===== src/rtl/pio_out_blink_pwm.sv =====
// rtl/pio_out_blink_pwm.sv - Avalon-MM output PIO with set/clear/toggle, per-channel blink and global PWM
module pio_out_blink_pwm #(
  parameter int                WIDTH       = 10,
  parameter int                PRESCALE    = 50000,
  parameter int                CNT_W       = 16,
  parameter int                PWM_W       = 8,
  parameter logic [WIDTH-1:0]  RESET_VALUE = '0
) (
  input  logic              clk,
  input  logic              reset_n,
  input  logic [2:0]        address,
  input  logic              chipselect,
  input  logic              write_n,
  input  logic [31:0]       writedata,
  output logic [31:0]       readdata,
  output logic [WIDTH-1:0]  out_port
);

  // Prescaler counter is at least one bit wide so PRESCALE=1 still builds.
  localparam int              PS_W    = (PRESCALE > 1) ? $clog2(PRESCALE) : 1;
  localparam logic [PS_W-1:0] PS_LAST = PS_W'(PRESCALE - 1);

  localparam logic [2:0] ADDR_DATA   = 3'd0;
  localparam logic [2:0] ADDR_MODE   = 3'd1;
  localparam logic [2:0] ADDR_PERIOD = 3'd2;
  localparam logic [2:0] ADDR_DUTY   = 3'd3;
  localparam logic [2:0] ADDR_SET    = 3'd4;
  localparam logic [2:0] ADDR_CLEAR  = 3'd5;
  localparam logic [2:0] ADDR_TOGGLE = 3'd6;
  localparam logic [2:0] ADDR_STATUS = 3'd7;

  logic [WIDTH-1:0] r_data;
  logic [WIDTH-1:0] r_mode;
  logic [CNT_W-1:0] r_period;
  logic [PWM_W-1:0] r_duty;
  logic [PS_W-1:0]  r_ps;
  logic [CNT_W-1:0] r_bcnt;
  logic             r_phase;
  logic [PWM_W-1:0] r_pwm;

  logic             w_wr;
  logic             w_period_wr;
  logic             w_tick;
  logic             w_pwm_on;
  logic [WIDTH-1:0] w_wd;
  logic [WIDTH-1:0] w_next_out;
  logic             w_unused_wdata;

  assign w_wr        = chipselect & ~write_n;
  assign w_period_wr = w_wr && (address == ADDR_PERIOD);
  assign w_wd        = writedata[WIDTH-1:0];
  assign w_tick      = (r_ps == PS_LAST);
  // Bits of writedata above a register's width are simply dropped.
  assign w_unused_wdata = ^writedata;

  // DATA register: plain load plus atomic set/clear/toggle.
  always_ff @(posedge clk or negedge reset_n) begin
    if (!reset_n) begin
      r_data <= RESET_VALUE;
    end else if (w_wr) begin
      case (address)
        ADDR_DATA:   r_data <= w_wd;
        ADDR_SET:    r_data <= r_data | w_wd;
        ADDR_CLEAR:  r_data <= r_data & ~w_wd;
        ADDR_TOGGLE: r_data <= r_data ^ w_wd;
        default:     r_data <= r_data;
      endcase
    end
  end

  // Configuration registers: blink mode mask, blink half-period, PWM duty.
  always_ff @(posedge clk or negedge reset_n) begin
    if (!reset_n) begin
      r_mode   <= '0;
      r_period <= '0;
      r_duty   <= '1;
    end else if (w_wr) begin
      case (address)
        ADDR_MODE:   r_mode   <= w_wd;
        ADDR_PERIOD: r_period <= writedata[CNT_W-1:0];
        ADDR_DUTY:   r_duty   <= writedata[PWM_W-1:0];
        default:     ;
      endcase
    end
  end

  // Free-running blink prescaler; bus writes never disturb it.
  always_ff @(posedge clk or negedge reset_n) begin
    if (!reset_n) begin
      r_ps <= '0;
    end else if (w_tick) begin
      r_ps <= '0;
    end else begin
      r_ps <= r_ps + 1'b1;
    end
  end

  // Blink counter and phase; a PERIOD write restarts the cycle and beats a same-cycle tick.
  always_ff @(posedge clk or negedge reset_n) begin
    if (!reset_n) begin
      r_bcnt  <= '0;
      r_phase <= 1'b1;
    end else if (w_period_wr) begin
      r_bcnt  <= '0;
      r_phase <= 1'b1;
    end else if (w_tick && (r_period != '0)) begin
      if (r_bcnt == (r_period - 1'b1)) begin
        r_bcnt  <= '0;
        r_phase <= ~r_phase;
      end else begin
        r_bcnt  <= r_bcnt + 1'b1;
      end
    end
  end

  // Free-running PWM counter, wraps at 2^PWM_W.
  always_ff @(posedge clk or negedge reset_n) begin
    if (!reset_n) begin
      r_pwm <= '0;
    end else begin
      r_pwm <= r_pwm + 1'b1;
    end
  end

  // All-ones duty means always on, so the block behaves as a plain PIO after reset.
  assign w_pwm_on   = (&r_duty) | (r_pwm < r_duty);
  assign w_next_out = r_data & (~r_mode | {WIDTH{r_phase}}) & {WIDTH{w_pwm_on}};

  // Registered outputs: one cycle of latency from any state change.
  always_ff @(posedge clk or negedge reset_n) begin
    if (!reset_n) begin
      out_port <= RESET_VALUE;
    end else begin
      out_port <= w_next_out;
    end
  end

  // Combinational zero-wait-state read mux; write-only addresses read 0.
  always_comb begin
    readdata = '0;
    case (address)
      ADDR_DATA:   readdata = 32'(r_data);
      ADDR_MODE:   readdata = 32'(r_mode);
      ADDR_PERIOD: readdata = 32'(r_period);
      ADDR_DUTY:   readdata = 32'(r_duty);
      ADDR_STATUS: readdata[0] = r_phase;
      default:     readdata = '0;
    endcase
  end

endmodule


===== config.mk =====
export PLATFORM = sky130hd
export DESIGN_NAME = pio_out_blink_pwm
export DESIGN_NICKNAME = d
export VERILOG_FILES = /design/src/rtl/pio_out_blink_pwm.sv
export SDC_FILE = /design/constraint.sdc
export NUM_CORES = 1
export LEC_CHECK = 0
export BUFFER_PORTS_ARGS = -buffer_cell sky130_fd_sc_hd__buf_2
export CORE_UTILIZATION = 40
export CTS_CLUSTER_DIAMETER = 200
export CTS_CLUSTER_SIZE = 8
export DETAILED_ROUTE_END_ITERATION = 16
export SLEW_MARGIN = 20
export SYNTH_ARGS = -nofsm -noshare
export SYNTH_HDL_FRONTEND = slang
export SYNTH_SLANG_ARGS = --single-unit

===== constraint.sdc =====
create_clock -name clk -period 3 [get_ports clk]
set_input_delay 0.3 -clock clk [delete_from_list [all_inputs] [get_ports clk]]
set_output_delay 0.3 -clock clk [all_outputs]
set_load 0.05 [all_outputs]

**Word-level counts from Yosys, hierarchy flattened**

Index checks and enable logic that the tools add are counted.

- Register bits: 95
- Input bits: 39
- Output and inout port bits: 42
- Word-level logic and storage cells: 58

- Add/sub/neg operators: 4
- Order comparisons: 1
- Eq/ne operators: 9
- Multiplexer cells: 10
- Bitwise logic cells: 12
- Reductions and logical operators: 13

Operators with widths:

| cell | count |
|---|---|
| $mux W16 | 4 |
| $pmux W15 S4 | 1 |
| $pmux W10 S4 | 1 |
| $add A16 B1 Y16 const B | 2 |
| $and A10 B10 Y10 | 3 |
| $not A10 Y10 | 2 |
| $or A10 B10 Y10 | 2 |
| $eq A16 B16 Y1 | 1 |
| $eq A16 B16 Y1 const B | 1 |
| $reduce_bool A16 Y1 | 1 |
| $sub A16 B1 Y16 const B | 1 |
| $eq A3 B3 Y1 const B | 4 |
| $reduce_and A2 Y1 | 5 |
| $xor A10 B10 Y10 | 1 |
| $add A8 B1 Y8 const B | 1 |
| $lt A8 B8 Y1 | 1 |
| $reduce_and A8 Y1 | 1 |
| $eq A3 B2 Y1 const B | 2 |
| $pmux W1 S5 | 1 |
| $reduce_bool A2 Y1 | 2 |
| $reduce_bool A4 Y1 | 1 |
| $eq A3 B1 Y1 const B | 1 |
| $logic_not A3 Y1 | 1 |
| $mux W1 | 3 |
| 4 further kinds | 6 |

**Longest topological paths before layout**

Gate-level depths: netlist of the first run.

- Word-level depth: 5
- Gate-level depth with buffers: 11
- Gate-level depth less buffers: 10

**Worst setup path before layout of the first run**

OpenSTA, ideal clock, no wires.

- Kind: flip-flop to flip-flop
- Start: register r_period[0]
- End: register r_bcnt[11]
- Setup time: 0.131 ns
- Data arrival time: 2.410 ns
- Data required time: 2.869 ns
- Slack: 0.459 ns
- Cell stages (with the launch flop): 10
- Period minus slack after synthesis: 2.541 ns
- Cell sequence: dfrtp_1 inv_1 ha_1 nor4b_2 nand2_1 or4_1 a221oi_2 nand4_2 o21ai_4 nor2_2

- Longest elaborated chain between the ends: 5

Ends and longest elaborated chain:

| element | RTL line | text |
|---|---|---|
| start, declared | 34 | `logic [CNT_W-1:0] r_period;` |
| start signal, assigned | 80 | `ADDR_PERIOD: r_period <= writedata[CNT_W-1:0];` |
| $sub A16 B1 Y16 | 107 | `if (r_bcnt == (r_period - 1'b1)) begin` |
| $eq A16 B16 Y1 | 107 |  |
| $mux W16 | 107 |  |
| $mux W16 | 106 | `end else if (w_tick && (r_period != '0)) begin` |
| $mux W16 | 103 | `end else if (w_period_wr) begin` |
| end signal, assigned | 111 | `r_bcnt <= r_bcnt + 1'b1;` |
| end, declared | 37 | `logic [CNT_W-1:0] r_bcnt;` |

Several ways; a longest one is shown, not always the timed one. The select of a mux whose other input is x is not followed.
A chain may end at the register's enable or synchronous reset.

**Final worst setup path of the first run**

Same ends and word-level chain as after synthesis.

==> flow_metrics.tcl, run 1 <==
set metrics [dict create \
    worstPathArrival_ns 3.08 \
    portBuffers 48 \
    wl_per_cell_um 15.7 \
    max_freq_mhz 351 \
    path_class "reg2reg" \
    synthesis.instances 655 \
    route.detailed.drc 0 \
    cts-buffers-inserted 9 \
    antenna_found_initial 0 \
    cts.clk_slew.worst_paths_ns 0.07 \
    critical_path_required_ns 3.23 \
    slew_headroom_pct 45.1 \
    cp-endpoint "r_bcnt[11]" \
    slew_violations 0 \
    final-setup-viol-count 0 \
    placed_area_mm2 0.00625 \
    power_leakage_nw 3.07 \
    drv_cap 0 \
    synthXorXnorAreaFrac_pct 7.94 \
    synth_top_area_share_pct 36.9 \
    ys_seq_area_share_pct 40.9 \
    clock_latency_ns 0.35 \
    die_w_um 123 \
    synth-main-ff-cell "dfrtp_1" \
    vdd_drop_max_mv 0.269 \
    grt_max_degree 50 \
    yosys.area_share.simple_pct 22.9 \
    vias 4747 \
    layout_common_cells "107 x nand2_1, 85 x dfrtp_1, 64 x o21ai_0" \
    nets 773 \
    ys_ff_latch 95 \
    synth-edff-count 0 \
    worstMarginPinSlew_ns 0.821 \
    syn_avg_cell_area_um2 8.91 \
    firstDrtPassIters 5 \
    hold_path.class "in2reg" \
    antenna_cells 0 \
    final_common_cell "nand2_1" \
    drt-vias-per-instance 5.35 \
    rows 43 \
    overflow 0 \
    clock_sinks 95 \
    cp-end-kind "flip-flop" \
    min_period_over_period_pct 95.0 \
    status "finished, final reports clean" \
    cp-startpoint "r_period[0]" \
    core_area_mm2 0.0140 \
    clock_path_buffers 2 \
    hold_viol 0 \
    io_pins 81 \
    synth_top_family_by_area "simple AND/OR/NAND/NOR gates" \
    tns_ns 0 \
    rsz0062_at_grt "no" \
    grt_use_total_pct 20.0 \
    synthArstFlopShare_pct 100 \
    yosys_warnings 0 \
    synthAdderAreaFrac_pct 6.65 \
    rrSetupSlack_ns 0.15 \
    yosysTopAreaCell "dfrtp_1" \
    reg2reg_depth 11 \
    fin_crit_ns 2.85 \
    synth_mux_area_share_pct 3.60 \
    cellPowerDensity_mw_per_mm2 592 \
    wl_mm 13.9 \
    die_h_um 123 \
    synth_area_leaders "dfrtp_1 37%, nand2_1 6.9%, ha_1 6.6%" \
    root_buffer "clkbuf_16" \
    postRouteAntennaNets 0 \
    cts_tree "built" \
    timing.rr.end "r_bcnt[11]" \
    grt_pass1_vias 4641 \
    critPathMaxFanout 8 \
    dieArea_mm2 0.0151 \
    final_layout_size_suffix_gt1_share_pct 17.9 \
    drt_iter0_drc 339 \
    synth_compound_area_share_pct 10.9 \
    initial_core_util_pct 41.5 \
    p_total_mw 3.90 \
    netlist_area_mm2 0.00583 \
    synth_cell_types 61 \
    reg2reg_from "r_period[0]" \
    worstHoldStart "writedata[14]" \
    htreeDepth 3 \
    fin_area_mm2 0.00660 \
    start_kind "flip-flop" \
    synthToLayoutAreaGrowth_pct 13.2 \
    dp_hpwl_mm 10.2 \
    skew_ns 0.00782 \
    grt_pass1_wl_mm 23.0 \
    gp_congestion 0.857 \
]
timing repair:
item,in CTS,in global routing
hold buffers,1,0
endpoints found under the setup margin,0,12
gates resized for setup,0,3
hold endpoints to repair,36,0
buffers inserted,0,3
stage by stage:
stage	util (%)	hold slack, ns	worst slack (ns)	cells
2_1_floorplan	-	0.00441	0.459	670
3_3_place_gp	44.5	0.361	0.209	868
3_5_place_dp	44.5	0.363	0.0836	868
4_1_cts	46.7	0.133	0.0733	885
5_1_grt	47.0	0.142	0.0267	888
6_report	47.0	0.139	0.151	888
where the power goes:
group | leakage, nW | switching, mW | internal [mW]
logic | 1.72 | 0.649 | 0.385
registers | 1.20 | 0.229 | 1.47
clock network | 0.146 | 0.484 | 0.691
total | 3.07 | 1.36 | 2.54
per-layer routing:
metal	vias up	global-route usage [%]	share of wire, %
met1	2330	26.3	45
met4	0	6.94	2.4
met3	24	4.93	4.7
met5	-	0	0
met2	127	32.1	47
li1	2266	-	-
logic make-up after synthesis:
family | count (synthesis)
other cells | 1
simple gates | 274
compound gates | 106
buf+inv | 85
xor+xnor | 52
flops | 95
fa+ha+maj | 31
mux | 11
final cells by class:
type                    count  area (um2)
fillers                  1342        7440
multi-input cells         490        3110
flip-flops and latches     95        2390
repair buffers             69         428
clock buffers              13         260
well taps                 180         225
inverters                  38         143
clock inverters             3        42.5
how the worst min path moves through the flow:
stage                         endpoint  slack, ns  cells past startpoint
final                     r_period[14]       0.14                      3
after global placement    r_period[15]       0.36                      1
after global routing      r_period[15]       0.14                      3
after CTS                 r_period[14]       0.13                      3
after detailed placement  r_period[15]       0.36                      1
after floorplan            out_port[0]      0.004                      0
cells in the mapped netlist (2+ instances only):
master    instances
a21boi_0          3
a21oi_1           9
a31oi_1           4
a41oi_1           2
and2_1            6
and3_1           10
buf_4            17
buf_6             3
clkbuf_1         25
dfrtp_1          86
dfstp_2           9
ha_1             31
inv_1            35
inv_2             2
mux2i_1           3
mux4_2            8
nand2_1         107
nand2b_1         11
nand3_1          25
nand4_1          11
nor2_1           50
nor2_2           10
nor2b_1          11
nor3_1           11
nor3_2            2
nor4_1            2
o21ai_0          64
o21ai_1           2
o22ai_1           7
o31ai_1           3
or3_1             2
or4_1             6
xnor2_1          33
xor2_1           18
registers in the layout, indices dropped and copies added, names as in the netlist:
name	flops
r_bcnt	16
out_port	10
r_pwm	8
r_duty	8
r_mode	10
r_data	10
r_ps	16
r_phase	1
r_period	16
worst max-delay path, cell delays in order, from the launching register on:
cell and delay (ns):
dfrtp_2 0.45, inv_1 0.08, ha_1 0.22, nor4b_4 0.25
nand2_1 0.12, or4_1 0.53, a221oi_2 0.28, nand4_2 0.19
buf_4 0.20, o21ai_4 0.21, buf_12 0.16, nor2_2 0.04
Note: power is estimated with default switching activity, not from simulation.
==> run 2, diff against run 1 <==
Settings changed: ABC_AREA from default to 1.
==> run 2 against run 1 <==
Compared with the run above: critical path depth is 2 higher; first-iteration DRC count is 34% lower; worst hold slack worse by 0.075 ns; critical endpoint is now r_phase.
==> flow_metrics.tcl, run 2 <==
set metrics [dict create \
    layout_common_cells "187 x nand2_1, 109 x inv_1, 86 x dfrtp_1" \
    grt_pass1_wl_mm 23.3 \
    ys_top_cells_by_count "187 x nand2_1, 109 x inv_1, 86 x dfrtp_1" \
    ys_seq_area_share_pct 39.7 \
    grt_pass1_vias 4681 \
    crit_path_frequent_cell "nand2_1" \
    firstDrtPassIters 4 \
    placed_area_mm2 0.00639 \
    worstPathArrival_ns 2.58 \
    reg2reg_from "r_period[0]" \
    ys_ff_latch 95 \
    final_common_cell "nand2_1" \
    max_freq_mhz 437 \
    dp_hpwl_mm 10.2 \
    path_class "reg2reg" \
    post-route-util_pct 46.0 \
    yosys_warnings 0 \
    grt_max_degree 73 \
    wl_per_cell_um 13.7 \
    critPathMaxFanout 11 \
    rrSetupSlack_ns 0.71 \
    die_h_um 125 \
    synth_top_area_share_pct 35.8 \
    post_cts_resized 0 \
    fin_area_mm2 0.00672 \
    synthArstFlopShare_pct 100 \
    reg2reg_depth 13 \
    synth-main-ff-cell "dfrtp_1" \
    final-setup-viol-count 0 \
    portBuffers 48 \
    route.detailed.drc 0 \
    netlist_area_mm2 0.00602 \
    min_period_over_period_pct 76.3 \
    p_total_mw 3.91 \
    timing.rr.end "r_phase" \
    cts_tree "built" \
    dieArea_mm2 0.0155 \
    antenna_found_initial 0 \
    place_inst 1000 \
    drv_cap 0 \
    postCtsHoldBufs 0 \
    nets 897 \
    drt-vias-per-instance 5.02 \
    hold_viol 0 \
    hold_path.class "in2async" \
    drt_iter0_drc 223 \
    syn_avg_cell_area_um2 7.74 \
    htreeDepth 3 \
    antenna_cells 0 \
    clock_sinks 95 \
    postCtsSetupRepairBufs 0 \
    initial_core_util_pct 41.3 \
    cp-endpoint "r_phase" \
    cts-buffers-inserted 9 \
    vdd_drop_max_mv 0.303 \
    max_stage_delay_ns 0.47 \
    synth_cell_types 45 \
    yosysTopAreaCell "dfrtp_1" \
    postRouteAntennaNets 0 \
    status "finished, final reports clean" \
    wl_mm 13.9 \
    gp_congestion 0.812 \
    synth-edff-count 0 \
    largestRegisters "r_bcnt: 16 flops, r_period: 16 flops, r_ps: 16 flops" \
    tns_ns 0 \
    final_layout_size_suffix_gt1_share_pct 13.2 \
    grt_use_total_pct 18.7 \
    setup_ws_ns 0.710 \
    fillCellCount 1467 \
    skew_ns 0.00740 \
    fin_crit_ns 2.29 \
    synthToLayoutAreaGrowth_pct 11.6 \
    synth_area_leaders "dfrtp_1 36%, nand2_1 12%, inv_1 6.8%" \
    power_leakage_nw 3.36 \
    path_cells "inv_2 -> ha_1 -> nand2_2 -> nor2_4 -> nand2_1 -> nand3_1 -> nand2_1 -> nor2_1 -> nand3_1 -> o21bai_2 -> nand2_1 -> nand2_1 -> nand2_1" \
    slew_violations 0 \
    vias 5096 \
    cp-startpoint "r_period[0]" \
    instances_no_fill 1015 \
    root_buffer "clkbuf_16" \
    slew_headroom_pct 37.5 \
    overflow 0 \
    rows 44 \
    clock_latency_ns 0.35 \
    clock_path_buffers 2 \
    core_area_mm2 0.0146 \
    start_kind "flip-flop" \
    hold_ws_ns 0.0641 \
    cts.clk_slew.worst_paths_ns 0.07 \
    die_w_um 125 \
    critical_path_required_ns 3.29 \
    synth.most_common_cell "nand2_1" \
    rsz0062_at_grt "no" \
    place_ws_ns 0.691 \
    cp_slowest_cell "o21bai_2" \
    io_pins 81 \
    cellPowerDensity_mw_per_mm2 583 \
    worstMarginPinSlew_ns 0.937 \
    synthesis.instances 778 \
    cp-end-kind "flip-flop" \
]
-- run 2: cell families after synthesis --
| group | count (synthesis) | share of synthesized area (%) |
|---|---|---|
| other cells | 1 | 0.0623 |
| flops | 95 | 39.7 |
| fa+ha+maj | 31 | 6.44 |
| compound gates | 122 | 12.4 |
| xor+xnor | 33 | 4.80 |
| simple gates | 352 | 26.3 |
| buf+inv | 144 | 10.4 |
-- run 2: worst min-delay path by stage --
stage                  end  slack [ns]  cells past startpoint
6_report       out_port[3]        0.06                      1
5_1_grt        out_port[3]        0.16                      1
4_1_cts        out_port[5]        0.13                      1
3_5_place_dp       r_ps[0]        0.46                      1
3_3_place_gp       r_ps[0]        0.45                      1
2_1_floorplan  out_port[0]       0.004                      0
-- run 2: cell type report --
cell class | count | area [um2] | share of cell area, %
clock buffer | 10 | 239 | 3.56
clock inverter | 5 | 82.6 | 1.23
inverter | 114 | 428 | 6.37
multi-input combinational | 554 | 3070 | 45.7
sequential | 95 | 2390 | 35.6
tap | 184 | 230 | 3.43
timing repair buffer | 53 | 280 | 4.17
-- run 2: layer usage --
layer | wire [um] | up-vias | global-route usage [%]
met5 | 0 | - | 0
met4 | 226 | 0 | 6.87
met3 | 439 | 14 | 2.36
met2 | 6510 | 74 | 29.7
met1 | 6760 | 2392 | 26.0
li1 | - | 2616 | -
-- run 2: report_power, final --
group          leakage (nW)  switching [mW]  internal, mW  total, mW
registers              1.20           0.157          1.46       1.62
clock network         0.159           0.502         0.750       1.25
logic                  2.00           0.732         0.308       1.04
-- run 2: critical path, delay by kind of cell, from the launching register on --
family          cells  cell delay (ns)
fa+ha+maj           1             0.24
compound gates      1             0.47
flops               1             0.42
buf+inv             1             0.13
simple gates       10             0.96
